### src/rtl/ps2_rx_fifo.sv
// PS/2 device-to-host frame receiver with clock glitch filter, frame timeout and a
// show-ahead FIFO drained through a valid/ready pop interface.
module ps2_rx_fifo #(
    parameter int DATA_BITS  = 8,
    parameter int T_TIMEOUT  = 100000,
    parameter int FILTER_LEN = 4,
    parameter int FIFO_AW    = 2
) (
    input  logic                 CLK,
    input  logic                 RESET,
    input  logic                 CLK_MOUSE_IN,
    input  logic                 DATA_MOUSE_IN,
    input  logic                 READ_ENABLE,
    input  logic                 RX_READY,
    input  logic                 CLEAR_FLAGS,
    output logic                 RX_VALID,
    output logic [DATA_BITS-1:0] RX_DATA,
    output logic [1:0]           RX_ERR,
    output logic [FIFO_AW:0]     FIFO_COUNT,
    output logic                 OVERFLOW,
    output logic                 TIMEOUT_PULSE,
    output logic [1:0]           RX_STATE
);

    // Pop handshake: an entry leaves the FIFO on a CLK edge where RX_VALID and RX_READY
    // are both high; RX_DATA/RX_ERR are valid whenever RX_VALID is high.

    localparam int FCW     = $clog2(FILTER_LEN + 1);
    localparam int BCW     = $clog2(DATA_BITS + 1);
    localparam int TW      = $clog2(T_TIMEOUT + 1);
    localparam int DEPTH   = 2 ** FIFO_AW;
    localparam int ENTRY_W = DATA_BITS + 2;

    localparam logic [FCW-1:0]   FLT_LAST  = FCW'(FILTER_LEN - 1);
    localparam logic [BCW-1:0]   BIT_LAST  = BCW'(DATA_BITS - 1);
    localparam logic [TW-1:0]    TIMER_MAX = TW'(T_TIMEOUT);
    localparam logic [FIFO_AW:0] FULL_CNT  = (FIFO_AW + 1)'(DEPTH);

    typedef enum logic [1:0] {
        ST_IDLE   = 2'd0,
        ST_DATA   = 2'd1,
        ST_PARITY = 2'd2,
        ST_STOP   = 2'd3
    } state_t;

    logic           clk_s1, clk_s2, dat_s1, dat_s2;
    logic           clk_filt;
    logic [FCW-1:0] flt_cnt;
    logic           fall;

    state_t state, state_next;

    logic                 start_bit, shift_en, parity_en, stop_en, timer_exp;
    logic [BCW-1:0]       bit_ctr;
    logic [DATA_BITS-1:0] shift;
    logic [TW-1:0]        timer;
    logic                 perr;
    logic                 push_q;
    logic [ENTRY_W-1:0]   push_entry;

    logic [ENTRY_W-1:0] mem [DEPTH];
    logic [FIFO_AW-1:0] wr_ptr, rd_ptr;
    logic               fifo_full, do_pop, do_wr;

    // Synchronisers and glitch filter; fall is registered alongside the filtered edge.
    always_ff @(posedge CLK) begin
        if (RESET) begin
            clk_s1   <= 1'b1;
            clk_s2   <= 1'b1;
            dat_s1   <= 1'b1;
            dat_s2   <= 1'b1;
            clk_filt <= 1'b1;
            flt_cnt  <= '0;
            fall     <= 1'b0;
        end else begin
            clk_s1 <= CLK_MOUSE_IN;
            clk_s2 <= clk_s1;
            dat_s1 <= DATA_MOUSE_IN;
            dat_s2 <= dat_s1;
            fall   <= 1'b0;
            if (clk_s2 != clk_filt) begin
                if (flt_cnt == FLT_LAST) begin
                    clk_filt <= clk_s2;
                    flt_cnt  <= '0;
                    fall     <= clk_filt;
                end else begin
                    flt_cnt <= flt_cnt + 1'b1;
                end
            end else begin
                flt_cnt <= '0;
            end
        end
    end

    always_ff @(posedge CLK) begin
        if (RESET) state <= ST_IDLE;
        else       state <= state_next;
    end

    assign timer_exp = (state != ST_IDLE) && (timer == TIMER_MAX);

    // Timeout has priority over a coincident fall.
    always_comb begin
        state_next = state;
        if (timer_exp) begin
            state_next = ST_IDLE;
        end else if (fall) begin
            case (state)
                ST_IDLE:   if (READ_ENABLE && !dat_s2) state_next = ST_DATA;
                ST_DATA:   if (bit_ctr == BIT_LAST) state_next = ST_PARITY;
                ST_PARITY: state_next = ST_STOP;
                ST_STOP:   state_next = ST_IDLE;
                default:   state_next = ST_IDLE;
            endcase
        end
    end

    always_comb begin
        start_bit = 1'b0;
        shift_en  = 1'b0;
        parity_en = 1'b0;
        stop_en   = 1'b0;
        if (fall && !timer_exp) begin
            case (state)
                ST_IDLE:   start_bit = READ_ENABLE && !dat_s2;
                ST_DATA:   shift_en  = 1'b1;
                ST_PARITY: parity_en = 1'b1;
                ST_STOP:   stop_en   = 1'b1;
                default:   start_bit = 1'b0;
            endcase
        end
    end

    assign RX_STATE = state;

    always_ff @(posedge CLK) begin
        if (RESET) begin
            bit_ctr       <= '0;
            shift         <= '0;
            timer         <= '0;
            perr          <= 1'b0;
            push_q        <= 1'b0;
            push_entry    <= '0;
            TIMEOUT_PULSE <= 1'b0;
        end else begin
            push_q        <= 1'b0;
            TIMEOUT_PULSE <= timer_exp;
            if (start_bit) begin
                bit_ctr <= '0;
                shift   <= '0;
                timer   <= '0;
            end else if (state != ST_IDLE) begin
                if (fall)                   timer <= '0;
                else if (timer != TIMER_MAX) timer <= timer + 1'b1;
            end
            if (shift_en) begin
                shift   <= {dat_s2, shift[DATA_BITS-1:1]};
                bit_ctr <= bit_ctr + 1'b1;
            end
            if (parity_en) perr <= (dat_s2 != ~^shift);
            if (stop_en) begin
                push_q     <= 1'b1;
                push_entry <= {~dat_s2, perr, shift};
            end
        end
    end

    assign fifo_full = (FIFO_COUNT == FULL_CNT);
    assign RX_VALID  = (FIFO_COUNT != '0);
    assign do_pop    = RX_VALID && RX_READY;
    // A full FIFO still accepts a push when the head leaves in the same cycle.
    assign do_wr     = push_q && (!fifo_full || do_pop);

    always_ff @(posedge CLK) begin
        if (do_wr) mem[wr_ptr] <= push_entry;
    end

    always_ff @(posedge CLK) begin
        if (RESET) begin
            wr_ptr     <= '0;
            rd_ptr     <= '0;
            FIFO_COUNT <= '0;
            OVERFLOW   <= 1'b0;
        end else begin
            if (do_wr)  wr_ptr <= wr_ptr + 1'b1;
            if (do_pop) rd_ptr <= rd_ptr + 1'b1;
            case ({do_wr, do_pop})
                2'b10:   FIFO_COUNT <= FIFO_COUNT + 1'b1;
                2'b01:   FIFO_COUNT <= FIFO_COUNT - 1'b1;
                default: FIFO_COUNT <= FIFO_COUNT;
            endcase
            if (push_q && fifo_full && !do_pop) OVERFLOW <= 1'b1;
            else if (CLEAR_FLAGS)               OVERFLOW <= 1'b0;
        end
    end

    assign RX_DATA = RX_VALID ? mem[rd_ptr][DATA_BITS-1:0] : '0;
    assign RX_ERR  = RX_VALID ? mem[rd_ptr][ENTRY_W-1:DATA_BITS] : 2'b00;

endmodule

### config.mk
export PLATFORM = sky130hd
export DESIGN_NAME = ps2_rx_fifo
export DESIGN_NICKNAME = d
export VERILOG_FILES = /design/src/rtl/ps2_rx_fifo.sv
export SDC_FILE = /design/constraint.sdc
export NUM_CORES = 1
export LEC_CHECK = 0
export ABC_CLOCK_PERIOD_IN_PS = 2600
export CAP_MARGIN = 20
export CORE_ASPECT_RATIO = 0.7
export CORE_UTILIZATION = 42
export CTS_BUF_LIST = sky130_fd_sc_hd__clkbuf_4 sky130_fd_sc_hd__clkbuf_8 sky130_fd_sc_hd__clkbuf_16
export DETAILED_ROUTE_END_ITERATION = 6
export DONT_BUFFER_PORTS = 1
export GPL_TIMING_DRIVEN = 0
export PLACE_DENSITY = 0.63
export SYNTH_ARGS = -nofsm -noshare
export SYNTH_HDL_FRONTEND = slang
export SYNTH_SLANG_ARGS = --single-unit
### constraint.sdc
create_clock -name CLK -period 2.6 [get_ports CLK]
set_input_delay 0.52 -clock CLK [delete_from_list [all_inputs] [get_ports CLK]]
set_output_delay 0.52 -clock CLK [all_outputs]
set_load 0.02 [all_outputs]
==> impl_metrics.ini, run 1 <==
[setup_path]
cp_max_fo = 10
reg2reg_to = FIFO_COUNT[2]
slowest_delay_ns = 0.52
start_kind = register
rr_worst_depth = 8
crit_required_ns = 2.08
crit_buf_inv = 2
worstSetupPathType = reg2out
crit_arrival_ns = 1.91
cp_top_family = buffers and inverters
end_kind = output port
regToRegSetupSlack_ns = 0.27
crit_chain = or3_1 > clkbuf_1 > buf_2 > and2_1
r2r_start = FIFO_COUNT[0]
critPathSlowestCell = dfxtp_1

[layout]
antenna_cells = 0
area_growth_pct = 10.27
finalNetCount = 407
drive_above_1_share_pct = 11.03
final_core_util_pct = 48.55

[yosys]
yosys.area.top_type = dfxtp_1
synth_top_area_share_pct = 28.91
ys_seq_elements = 103
async_flop_share_pct = 0
syn_inst = 374
synth.avg_cell_area_um2 = 11.67
synthTopCellsByArea = dfxtp_1 29%, edfxtp_1 28%, mux4_2 5.2%
synth_commonest_cells = 63 x dfxtp_1, 44 x nor2_1, 40 x edfxtp_1
synthDistinctLibCells = 49
ys_seq_area_share_pct = 56.44
synth_enable_flop_cells = 40
synth_ff_type = dfxtp_1
yosys_warnings = 0
synthesis.area_um2 = 4363
yosysMostFrequentCell = dfxtp_1
synth_nets = 396

[min_path]
min_to = dat_s1
min_from = DATA_MOUSE_IN
hp-class = in2reg
holdPathStages = 1

[clocking]
clk_pin_slew_ns = 0.07
cts_max_level = 3
cts_tree = yes
postCtsHoldBufs = 0
postCtsSetupBuffers = 0
clk-insertion-delay-late_ns = 0.35
cts_buffer_depth = 2
cts.sinks = 103
cts_root_buf = clkbuf_16
cts_inserted_buffers = 9

[drt]
drt_wl_total_um = 7719
drt_iter0_markers = 204
wire_per_inst_um = 14.90
vias_per_cell = 5.266
ant_nets = 0
drc = 0
drt-pass1-iter-count = 4
via_count = 2728

[floorplan]
dieArea_um2 = 10810
row_count = 30
start_util_pct = 44.03
io_pins = 25
die_w_um = 123.8
die_h_um = 87.28
core_area_um2 = 9910

[sta]
setup_violations = 0
fmax_mhz = 411.7
final.setup.tns_ns = 0
slew_viol_final = 0
hold-worst-slack_ns = 0.2730
hold_viol = 0
finClkSkew_ns = 0.007422
relSlewSlack_pct = 58.01
finalCritPeriodShare_pct = 93.41
rsz0062_at_grt = false
max_slew.worst_pin.slew_ns = 0.6298
fin_crit_ns = 2.429

[placed_design]
port_buffers = 0
dpl.hpwl_um = 5444
gp_congestion = 0.8142

[power_and_ir_drop]
powerDensity_nw_per_um2 = 742.3
finalPower_w = 0.003571
leakagePower_nw = 1.695
ir_drop_v = 0.0004819

[global_route]
grt_usage_pct = 16.50
grt_max_degree = 20
grt_pass1_vias = 2630
grt_pass1_wl_um = 13280
grt_overflow = 0
antenna_found_initial = 0

[run_status]
outcome = finished, final reports clean

[job]
cap_viol_max_count = 0
cells in the final DEF (no fill, tap or decap), types with 3 or more instances in the layout:
master	instances
a21oi_1	18
and2_1	15
and3_1	3
and4bb_2	3
buf_2	4
clkbuf_1	11
clkbuf_16	9
dfxtp_1	63
edfxtp_1	40
ha_1	14
inv_1	12
inv_6	4
mux2i_1	11
mux4_2	10
nand2_1	18
nand3_1	18
nand4_1	4
nor2_1	44
nor2b_1	4
nor3_1	5
o2111ai_1	5
o211ai_1	5
o21ai_0	3
o31ai_1	3
or2_2	5
or3_1	4
xnor2_1	9
xor2_1	16
logic make-up after synthesis:
logic type               after synthesis  synth area share [%]
AO/OA/AOI/OAI                         44                 6.854
XOR/XNOR                              26                 5.535
adder cells (fa/ha/maj)               15                 4.474
buffers and inverters                 30                 2.753
flip-flops                           103                 56.44
multiplexers                          21                 7.686
AND/OR/NAND/NOR                      135                 16.26
stage by stage:
stage	worst slack (ns)	instance area (um^2)	instances
6_report	0.1713	4811	518
5_1_grt	0.0005502	4811	518
4_1_cts	0.1023	4811	518
3_5_place_dp	0.2702	4523	502
3_3_place_gp	0.2933	4523	502
2_1_floorplan	0.6218	4363	374
state kept, by name, summed over array words and instances, names as in the netlist, named ones only:
register,cells
TIMEOUT_PULSE,1
clk_filt,1
RX_STATE,2
timer,17
flt_cnt,3
push_entry,10
dat_s1,1
dat_s2,1
wr_ptr,2
clk_s1,1
shift,8
push_q,1
OVERFLOW,1
FIFO_COUNT,3
perr,1
rd_ptr,2
mem,40
clk_s2,1
fall,1
bit_ctr,4
worst max-delay path by stage:
stage	slack, ns	cells after the start	from	to
after floorplan	0.62	4	FIFO_COUNT[0]	RX_DATA[0]
after global placement	0.29	4	FIFO_COUNT[0]	RX_DATA[0]
after detailed placement	0.27	4	FIFO_COUNT[0]	RX_DATA[4]
after CTS	0.10	4	FIFO_COUNT[0]	RX_DATA[4]
after global routing	0.0006	4	FIFO_COUNT[0]	RX_DATA[3]
final	0.17	4	FIFO_COUNT[0]	RX_DATA[2]
where the power goes:
part	internal (W)	leakage, nW	switching [W]	total, W
registers	0.00170	0.879	0.0000471	0.00174
clock network	0.000670	0.135	0.000629	0.00130
logic	0.000199	0.681	0.000330	0.000529
cell type report:
class	count	area, um^2
Tap cell	128	160.2
Clock inverter	7	61.31
Multi-Input combinational cell	241	1780
Clock buffer	9	225.2
Sequential cell	103	2462
Fill cell	892	5099
Buffer	17	72.57
Inverter	13	48.80
routing by layer:
layer / global-route usage [%] / wire length [um] / vias up / share of wire [%]
li1: - / - / 1363 / -
met4: 6.243 / 114 / 0 / 1.5
met3: 4.843 / 418 / 7 / 5.4
met1: 23.12 / 3849 / 1304 / 50
met2: 23.99 / 3337 / 54 / 43
met5: 0 / 0 / - / 0
repair_timing:
action | CTS | global route
gates cloned | 0 | 0
gates resized for setup | 1 | 1
hold endpoints to repair | 0 | 0
pin swaps | 0 | 0
setup endpoints to repair | 9 | 9
Power figures use the tool's default switching activity.
==> run 2, diff against run 1 <==
--- a/config.mk
+++ b/config.mk
@@ -5,8 +5,8 @@
 export SDC_FILE = /design/constraint.sdc
 export NUM_CORES = 1
 export LEC_CHECK = 0
+export ABC_AREA = 1
 export ABC_CLOCK_PERIOD_IN_PS = 2600
-export CAP_MARGIN = 20
 export CORE_ASPECT_RATIO = 0.7
 export CORE_UTILIZATION = 42
 export CTS_BUF_LIST = sky130_fd_sc_hd__clkbuf_4 sky130_fd_sc_hd__clkbuf_8 sky130_fd_sc_hd__clkbuf_16
==> run 2 against run 1 <==
Against the previous run: the run now ends with setup timing left; sequential power barely moved; clock power barely moved; sequential share of layout area fell by 5.2 points; clock-buffer cell count did not move; register-to-register slack improved by 0.15 ns.
==> impl_metrics.ini, run 2 <==
[run_status]
outcome = finished with violations
violations = setup timing

[layout]
top_register = mem
final_cell_mix = 122 x nand2_1, 106 x nor2_1, 63 x dfxtp_1, 63 x inv_1, 51 x a21oi_1
largest_register_ffs = 40
finalNetCount = 639
fill_cells = 1047
layout_commonest_cell = nand2_1
drive_above_1_share_pct = 7.074
area_growth_pct = 9.854
top_regs = mem (40), timer (17), push_entry (10)
antenna_cells = 0

[floorplan]
die_h_um = 92.15
die_w_um = 130.8
io_pins = 25
row_count = 32
core_area_um2 = 11170
dieArea_um2 = 12050
start_util_pct = 43.65

[drt]
via_count = 3869
drt_wl_total_um = 10460
drc = 0
wire_per_inst_um = 13.49
drt_iter0_markers = 323
drt-pass1-iter-count = 5
ant_nets = 0
vias_per_cell = 4.992

[setup_path]
worstSetupStartpoint = FIFO_COUNT[0]
endpoint = RX_DATA[1]
slowest_delay_ns = 0.52
crit_chain = nor2_1 > nand2_1 > inv_1 > clkbuf_1 > a21oi_1
crit_buf_inv = 2
critPathSlowestCell = dfxtp_1
crit_required_ns = 2.08
start_kind = register
regToRegSetupSlack_ns = 0.42
r2r_start = RX_STATE[0]
path_depth = 5
rr_worst_depth = 8
worstSetupPathType = reg2out
reg2reg_to = shift[0]
cp_max_fo = 10
end_kind = output port
crit_arrival_ns = 2.09
cp_top_family = flip-flops

[yosys]
syn_inst = 606
synth.avg_cell_area_um2 = 8.046
yosysMostFrequentCell = nand2_1
synthTopCellsByArea = dfxtp_1 26%, edfxtp_1 25%, nand2_1 9.4%
ys_seq_elements = 103
yosys.area.top_type = dfxtp_1
synthDistinctLibCells = 35
synth_commonest_cells = 122 x nand2_1, 106 x nor2_1, 63 x dfxtp_1, 63 x inv_1, 51 x a21oi_1
async_flop_share_pct = 0
synthesis.area_um2 = 4876
ys_seq_area_share_pct = 50.50
synth_top_area_share_pct = 25.87
yosys_warnings = 0
synth_nets = 628
synth_enable_flop_cells = 40
synth_ff_type = dfxtp_1

[clocking]
cts_max_level = 3
cts.repair.resized = 0
clk_pin_slew_ns = 0.07
clk-insertion-delay-late_ns = 0.35
cts_root_buf = clkbuf_16
cts_tree = yes
postCtsSetupBuffers = 0
cts_inserted_buffers = 9
cts.sinks = 103
cts_buffer_depth = 2
postCtsHoldBufs = 0

[global_route]
grt_use_met3_pct = 4.609
grt_pass1_wl_um = 17180
grt_overflow = 0
grt_pass1_vias = 3578
grt_usage_pct = 18.70
met2_usage_pct = 29.01
gr-usage-met1_pct = 25.62
antenna_found_initial = 0
grt_max_degree = 20
busiest_layer = met2

[placed_design]
gp_congestion = 0.9116
port_buffers = 0
dpl.hpwl_um = 7448

[power_and_ir_drop]
leakagePower_nw = 1.992
switching_share_pct = 31.76
clock_power_share_pct = 35.7
ir_drop_v = 0.0003817
p_comb_share_pct = 16.3
p_seq_share_pct = 48.0
power.internal_w = 0.002503
switchingPower_w = 0.001165
powerDensity_nw_per_um2 = 684.7

[min_path]
hp-class = in2reg
min_from = CLK_MOUSE_IN

[sta]
relSlewSlack_pct = 37.91
rsz0062_at_grt = true
finalCritPeriodShare_pct = 100.5
slew_viol_final = 0
finClkSkew_ns = 0.006823
fin_crit_ns = 2.613
max_slew.worst_pin.slew_ns = 0.9279
hold_viol = 0
fmax_mhz = 382.7
setup_violations = 1
final.setup.tns_ns = -0.01330
setup_ws_ns = -0.01330
hold-worst-slack_ns = 0.2718

[job]
cap_viol_max_count = 0
## run 2: cell types whose count changed in the layout (fill, tap and decap cells not counted), sizes merged, moves of 10 or more
cell	change
inv	+54
mux2i	-11
o21ai	+29
nand3	+25
xor2	-12
nor2	+69
nand4	+11
nand2	+106
and2	-15
a21oi	+33
mux4	-10
## run 2: final cells by class
type	count	area, um^2	area share [%]
clock inverters	7	63.81	1.191
multi-input cells	414	2043	38.15
plain buffers	21	112.6	2.102
flip-flops and latches	103	2462	45.97
clock buffers	9	225.2	4.205
well taps	153	191.4	3.574
inverters	68	257.7	4.812
## run 2: worst min-delay path by stage
stage,end,slack (ns),cells after the start
6_report,clk_s1,0.27,1
5_1_grt,clk_s1,0.27,1
4_1_cts,clk_s1,0.26,1
3_5_place_dp,clk_s2,0.40,1
3_3_place_gp,dat_s2,0.40,1
2_1_floorplan,clk_s2,0.39,1
## run 2: cell families after synthesis
family	Yosys count	share of synthesized area, %
AO/OA/AOI/OAI	89	9.391
XOR/XNOR	5	0.8981
adder cells (fa/ha/maj)	15	4.003
buffers and inverters	89	7.595
flip-flops	103	50.50
AND/OR/NAND/NOR	305	27.61
## run 2: layer usage
metal  share of wire [%]  wire length [um]
met2                  43              4525
met1                  50              5270
met3                 5.3               557
met5                   0                 0
met4                0.98               102
## run 2: per-stage QoR
| stage | cells | utilization (%) | power (W) | setup slack, ns | cell area, um^2 |
|---|---|---|---|---|---|
| final | 775 | 47.95 | 0.003668 | -0.01330 | 5356 |
| after CTS | 775 | 47.95 | 0.003700 | -0.03407 | 5356 |
| after global placement | 759 | 45.36 | 0.002385 | 0.3676 | 5067 |
| after global routing | 775 | 47.95 | 0.003823 | -0.1608 | 5356 |
| after floorplan | 606 | - | 0.002263 | 0.6307 | 4876 |
| after detailed placement | 759 | 45.36 | 0.002397 | 0.3539 | 5067 |
## run 2: power by group through the flow
stage	clock network, W	logic (W)	registers [W]
finish	0.00131	0.000598	0.00176
global route	0.00139	0.000668	0.00177
CTS	0.00134	0.000602	0.00176
global placement	0	0.000591	0.00179
floorplan	0	0.000477	0.00179
detailed placement	0	0.000600	0.00180
